`config.mk`:
```
export PLATFORM = sky130hd
export DESIGN_NAME = msrv32_fetch_ctrl
export DESIGN_NICKNAME = d
export VERILOG_FILES = /design/src/rtl/msrv32_fetch_ctrl.sv
export SDC_FILE = /design/constraint.sdc
export NUM_CORES = 1
export LEC_CHECK = 0
export ABC_AREA = 0
export ABC_CLOCK_PERIOD_IN_PS = 11000
export BUFFER_PORTS_ARGS = -buffer_cell sky130_fd_sc_hd__clkbuf_2
export CORE_ASPECT_RATIO = 1.2
export CORE_MARGIN = 1.5
export CORE_UTILIZATION = 40
export DETAILED_ROUTE_END_ITERATION = 6
export SKIP_CTS_REPAIR_TIMING = 1
export SLEW_MARGIN = 20
export SYNTH_ARGS = -nofsm -noshare
export SYNTH_HDL_FRONTEND = slang
export SYNTH_SLANG_ARGS = --single-unit
export TNS_END_PERCENT = 1
```
`constraint.sdc`:
```
create_clock -name clk_in -period 11 [get_ports clk_in]
set_input_delay 2.2 -clock clk_in [delete_from_list [all_inputs] [get_ports clk_in]]
set_output_delay 2.2 -clock clk_in [all_outputs]
set_load 0.1 [all_outputs]
```
`src/rtl/msrv32_fetch_ctrl.sv`:
```
// Instruction-fetch sequencer: in-order imem requests, 2-entry return buffer,
// stale-response dropping after redirects, and NOP-flush control for decode.
module msrv32_fetch_ctrl #(
  parameter logic [31:0] RESET_PC = 32'h0000_0000
) (
  input  logic        clk_in,
  input  logic        rst_in,
  output logic        imem_req_out,
  output logic [31:0] imem_addr_out,
  input  logic        imem_gnt_in,
  input  logic        imem_rvalid_in,
  input  logic [31:0] imem_rdata_in,
  input  logic        redirect_in,
  input  logic [31:0] redirect_pc_in,
  input  logic        stall_in,
  output logic [31:0] instr_out,
  output logic [31:0] pc_out,
  output logic        instr_valid_out,
  output logic        flush_out
);

  typedef enum logic [1:0] {BOOT, RUN, DRAIN} state_t;

  state_t      state;
  logic [31:0] fetch_pc;
  logic [1:0]  out_cnt;
  logic [1:0]  drop_cnt;
  logic [1:0]  buf_cnt;
  logic [31:0] fifo_pc    [2];
  logic [31:0] fifo_instr [2];

  logic        grant;
  logic        resp;
  logic        push;
  logic        pop;
  logic [1:0]  redir_cnt;
  logic [31:0] resp_pc;
  logic        unused_pc_bits;

  assign unused_pc_bits = ^redirect_pc_in[1:0];

  always_comb begin
    imem_req_out    = (state == RUN) && (({1'b0, out_cnt} + {1'b0, buf_cnt}) < 3'd2)
                      && !redirect_in;
    imem_addr_out   = fetch_pc;
    instr_valid_out = (buf_cnt != 2'd0) && !redirect_in;
    flush_out       = !instr_valid_out;
    instr_out       = fifo_instr[0];
    pc_out          = fifo_pc[0];
    grant           = imem_req_out && imem_gnt_in;
    resp            = imem_rvalid_in && (out_cnt != 2'd0);
    push            = resp && (drop_cnt == 2'd0);
    pop             = instr_valid_out && !stall_in;
    redir_cnt       = out_cnt - {1'b0, resp};
    // Outstanding requests are consecutive words ending just below fetch_pc,
    // so the oldest one (the one responding) sits out_cnt words back.
    resp_pc         = fetch_pc - {28'd0, out_cnt, 2'b00};
  end

  always_ff @(posedge clk_in) begin
    if (rst_in) begin
      state         <= BOOT;
      fetch_pc      <= RESET_PC;
      out_cnt       <= '0;
      drop_cnt      <= '0;
      buf_cnt       <= '0;
      fifo_pc[0]    <= '0;
      fifo_pc[1]    <= '0;
      fifo_instr[0] <= '0;
      fifo_instr[1] <= '0;
    end else if (redirect_in) begin
      buf_cnt  <= '0;
      fetch_pc <= {redirect_pc_in[31:2], 2'b00};
      out_cnt  <= redir_cnt;
      drop_cnt <= redir_cnt;
      state    <= (redir_cnt != 2'd0) ? DRAIN : RUN;
    end else begin
      if (grant) fetch_pc <= fetch_pc + 32'd4;
      out_cnt <= out_cnt + {1'b0, grant} - {1'b0, resp};
      if (resp && (drop_cnt != 2'd0)) drop_cnt <= drop_cnt - 2'd1;

      case (state)
        BOOT:    state <= RUN;
        DRAIN:   if ((drop_cnt == 2'd0) || (resp && (drop_cnt == 2'd1))) state <= RUN;
        default: ;
      endcase

      case ({push, pop})
        2'b10: begin
          fifo_pc[buf_cnt[0]]    <= resp_pc;
          fifo_instr[buf_cnt[0]] <= imem_rdata_in;
          buf_cnt                <= buf_cnt + 2'd1;
        end
        2'b01: begin
          fifo_pc[0]    <= fifo_pc[1];
          fifo_instr[0] <= fifo_instr[1];
          buf_cnt       <= buf_cnt - 2'd1;
        end
        2'b11: begin
          if (buf_cnt == 2'd1) begin
            fifo_pc[0]    <= resp_pc;
            fifo_instr[0] <= imem_rdata_in;
          end else begin
            fifo_pc[0]    <= fifo_pc[1];
            fifo_instr[0] <= fifo_instr[1];
            fifo_pc[1]    <= resp_pc;
            fifo_instr[1] <= imem_rdata_in;
          end
        end
        default: ;
      endcase
    end
  end

endmodule

```
Word-level counts from Yosys, hierarchy flattened:

Memory sizes are Yosys's and may differ from the RTL's.
Cells that the tools add are included.
W data, S select, Z words.

* input bits: 70
* memories kept: 2
* word-level logic and storage cells: 105
* bits in writable memories: 128
* output and inout bits: 99
* bits in registers: 40

Memories
* fifo_instr: depth 2, bits a word 32, rd ports 2, clocked after Yosys merged registers in 0, write ports 2, line 30 `logic [31:0] fifo_instr [2];`
* fifo_pc: depth 2, bits a word 32, rd ports 2, clocked after Yosys merged registers in 0, write ports 2, line 29 `logic [31:0] fifo_pc [2];`

* equality and inequality tests: 8
* reduce and logical (&&, ||, !) cells: 27
* magnitude comparators: 1
* add/sub/neg operators: 9
* mux-type cells: 44
* bitwise operators: 8

Operator list (count)
* $mux W32: 12
* $reduce_or A32 Y1: 2
* $add A32 B3 Y32 const B: 1
* $sub A32 B4 Y32: 1
* $mux W1: 24
* $reduce_bool A2 Y1: 7
* $mux W2: 6
* $logic_and A1 B1 Y1: 9
* $eq A2 B1 Y1 const B: 4
* $or A1 B1 Y1: 8
* $pmux W2 S2: 2
* $eq A2 B2 Y1 const B: 3
* $logic_not A2 Y1: 2
* $sub A2 B1 Y2: 2
* $sub A2 B1 Y2 const B: 2
* $add A2 B2 Y3: 1
* $logic_not A1 Y1: 3
* $lt A3 B2 Y1 const B: 1
* $ne A3 B3 Y1 const B: 1
* $reduce_bool A3 Y1: 1
* $add A2 B1 Y2: 1
* $add A2 B1 Y2 const B: 1
* $reduce_and A2 Y1: 1
* $reduce_or A2 Y1: 1
* $logic_or A1 B1 Y1: 1

Depth between registers and ports, before layout:

* word-level depth: 12
* mapped depth: 15
* depth with buffers taken out: 13

Worst setup path before layout:

Ideal clock, no wire load.

* kind: input to register
* from: input port redirect_in
* to: memory fifo_instr[1][0], enable pin
* arrival time: 7475 ps
* library setup time: 567 ps
* stages on the path: 6
* data required time: 10433 ps
* path slack: 2958 ps
* path buffers: 1
* path through: clkbuf_1 or3_1 inv_1 ha_1 a21boi_0 o21ai_0

RTL lines
* start, declared: line 13 `input logic redirect_in,`
* end, declared: line 30

Worst setup path after layout:

* from: input port redirect_in
* to: output port imem_req_out

* word-level cells in the longest chain between the ends: 2

RTL lines
* $logic_not A1 Y1: line 44 `&& !redirect_in;`
* $logic_and A1 B1 Y1: line 44
* end, declared: line 8 `output logic imem_req_out,`

No other way between the ends.

==> impl_results.md <==
- TritonRoute pass-1 iters: 4
- Int Pwr: ~1.2 mW
- Number of buffers created by CTS: 17
- Worst reg2reg endpoint: out_cnt[1]
- Psw: 0.6300 mW
- Nets@finish: a little over 1000
- Setup crit start kind: primary input
- Slew @ Worst Pin: just under 1000 ps
- Max Fanout on Critical Path: 37
- Chip height: ~160 um
- Num ports: 169
- Vias in the first global route: about 5700
- WL final: ~19000 um
- Initial antenna violation count: 0
- Setup violators final: 0
- Final period util: between 50% and 60%
- Storage cell area: 0.004484 mm^2
- Layout cells sized above 1: a little under a quarter
- # diodes: 0
- YS warnings: 0
- Syn_area_per_cell: around 10 um^2
- Fillers: around 1900
- Mapped Cells: 798
- Die Footprint: between 0.02 and 0.025 mm^2
- Crit. End Element: output port
- DRC Markers: 0
- GR Util met3: under 10%
- Placer congestion estimate: between 0.7 and 0.8
- Max cap viols: 0
- Estimated wirelength of the detail-placed design: about 12000 um
- Relative slew margins: roughly a third
- Rows: 56
- GR Util met1: 25.44%
- Drt initial violations: about 310
- Max rail drop VDD: 0.1115 mV
- Leak: 3.773 nW
- Setup TNS: 0 ps
- Clock Latency Late Sink: 430 ps
- Reg2Reg Depth: 13
- M2 GR Usage: ~29%
- DR WL/cell: 15.67 um
- Initial Util: 41.01%
- Power per cell area: approximately 190 mW/mm^2
- Clock slew at reported path FFs: 60 ps
- Post-DR vias/cell: 5.196
- FF+latch count, synth: ~160
- Post-Place Cells: about 1200
- H-tree depth: 4
- Comb pwr share: about a quarter
- GRT overflow: 0
- Clk_skew: approximately 13 ps
- DR vias: roughly 6200
- Clock share of power: a little over a third
- Mapped Area: slightly above 0.008 mm^2
- Crit path kind: primary input to output port
- Hold wc startpoint: state[1]
- Synth-to-layout area growth: 20.06%
- Chip width: between 100 and 150 um
- CP endpoint: imem_req_out
- Gr busiest metal: met2
- Fmax: around 170 MHz
- Clock Path Buffers: 2
- EDFF count, synth: ~120
- Layout Cells excl Fill: about 1200
- Worst path required time: between 8000 and 9000 ps
- FF-to-FF setup slack: slightly above 7000 ps
- Arrival time at the worst endpoint: approximately 3600 ps
- First-pass GRT wire length: between 30000 and 40000 um
- Sequential area share after synthesis: 55.73%
- Area of the multi-input gates: approximately 0.0032 mm^2
- Yosys cell types: 55
- RSZ-0062 raised after global routing: no
- Seq pwr share: slightly above 40%
- Net Sw Frac: roughly a third
- GRT Total Usage: a little under a fifth
- Worst setup path start: redirect_in
- Hold Violations, Final: 0
- Ys async rst share: 0%
- Antenna Violating Nets Remaining: 0
- Clk sinks: 162
- Core ar.: 0.01962 mm^2
- CTS tree: built
- Worst r2r src: buf_cnt[0]
- I/O Buffers: 162
- Worst hold path type: flip-flop to flip-flop
- Status: finished clean
- Final slew viol count: 0
- Main flop type after synthesis: edfxtp_1
- Root Buffer: clkbuf_16
- Tmin final: ~5800 ps
- Largest net degree at the start of global routing: 70
cells in the final DEF (no fill, tap or decap), drive strengths merged, types with 9 or more instances in the layout:
cell	netlist	layout
clkbuf	39	179
edfxtp	124	124
nand2	109	109
nor2	82	82
a21oi	70	70
dfxtp	38	38
and2	35	35
o21ai	34	34
xor2	28	28
inv	17	23
nand3	20	20
a31oi	19	19
nand4	18	18
a211oi	13	13
ha	13	13
nor3	13	13
xnor2	12	12
and3	11	11
buf	26	11
or3	9	9
Yosys cell counts, types with 3 or more instances:
master / n / area share [%]
nand2b_1: 5 / 0.39
nand3_1: 20 / 1.2
or4_1: 5 / 0.47
buf_4: 4 / 0.37
clkbuf_1: 39 / 1.8
xor2_1: 28 / 3.0
mux2_2: 4 / 0.56
nor3_1: 12 / 0.75
a221oi_1: 3 / 0.33
dfxtp_1: 38 / 9.5
a21oi_1: 70 / 4.4
o211ai_1: 4 / 0.37
inv_1: 16 / 0.75
and3_1: 11 / 0.86
a21boi_0: 3 / 0.28
o21ai_0: 34 / 2.1
nand2_1: 109 / 5.1
buf_1: 3 / 0.14
nor4_1: 4 / 0.31
a21o_1: 6 / 0.56
buf_2: 16 / 1.0
a211oi_1: 13 / 1.2
xnor2_1: 12 / 1.3
buf_6: 3 / 0.42
o21a_1: 3 / 0.28
edfxtp_1: 124 / 46
a31oi_1: 19 / 1.5
or3_1: 9 / 0.70
nand3b_1: 3 / 0.28
nand4b_1: 5 / 0.54
ha_1: 13 / 2.0
and2_1: 35 / 2.7
nor2_1: 81 / 3.8
o31ai_1: 3 / 0.28
nand4_1: 18 / 1.4
critical path, stage by stage:
cell      delay, ps
clkbuf_2         80
buf_4           240
nor4b_2         430
and2_1          180
clkbuf_2        450
cell type report:
type | instances | share of cell area [%]
well taps | 261 | 3.380
multi-input cells | 557 | 33.62
flip-flops and latches | 162 | 46.42
clock buffers | 17 | 4.404
clock inverters | 15 | 2.267
inverters | 17 | 0.6605
repair buffers | 173 | 9.248
kinds of logic after synthesis:
logic type	synth area share [%]
AO/OA/AOI/OAI	11.93
XOR/XNOR	4.354
adder cells (fa/ha/maj)	2.519
buffers and inverters	4.541
flip-flops	55.73
multiplexers	0.5597
other	0.04660
AND/OR/NAND/NOR	20.32
metal layers:
metal  up-vias  part of all wire [%]
met5         -                     0
met4         0                   1.2
met3        16                   5.6
met2       195                    46
met1      2941                    47
li1       3093                     -
sequential cells by signal, summed over array words and instances (netlist names):
signal / cells
state: 2
fifo_pc: 60
out_cnt: 2
drop_cnt: 2
buf_cnt: 2
fifo_instr: 64
imem_addr_out: 30
stage by stage:
stage                     power (mW)  hold slack, ps  instance area (um^2)  util, %  setup WS [ps]
after floorplan                1.093           473.2                  8058        -           2958
after global placement         1.169           493.0                  9016    45.96           5196
after detailed placement       1.172           498.0                  9016    45.96           5202
after CTS                      1.819           514.4                  9661    49.24           5193
after global routing           1.872           546.8                  9661    49.24           5113
final                          1.803           512.7                  9661    49.24           5201
how the worst min path moves through the flow:
stage               end  slack, ps  cells after the start
3_5_place_dp   state[1]        500                      2
3_3_place_gp   state[1]        490                      2
2_1_floorplan  state[1]        470                      2
6_report       state[1]        510                      2
4_1_cts        state[1]        510                      2
5_1_grt        state[1]        550                      2
power by group through the flow:
stage | logic, mW | registers, mW | clock network, mW
after floorplan | 0.157 | 0.936 | 0
after global placement | 0.422 | 0.747 | 0
after detailed placement | 0.424 | 0.748 | 0
after CTS | 0.425 | 0.735 | 0.658
after global routing | 0.448 | 0.740 | 0.684
final | 0.422 | 0.735 | 0.646
Note: power is estimated with default switching activity, not from simulation.
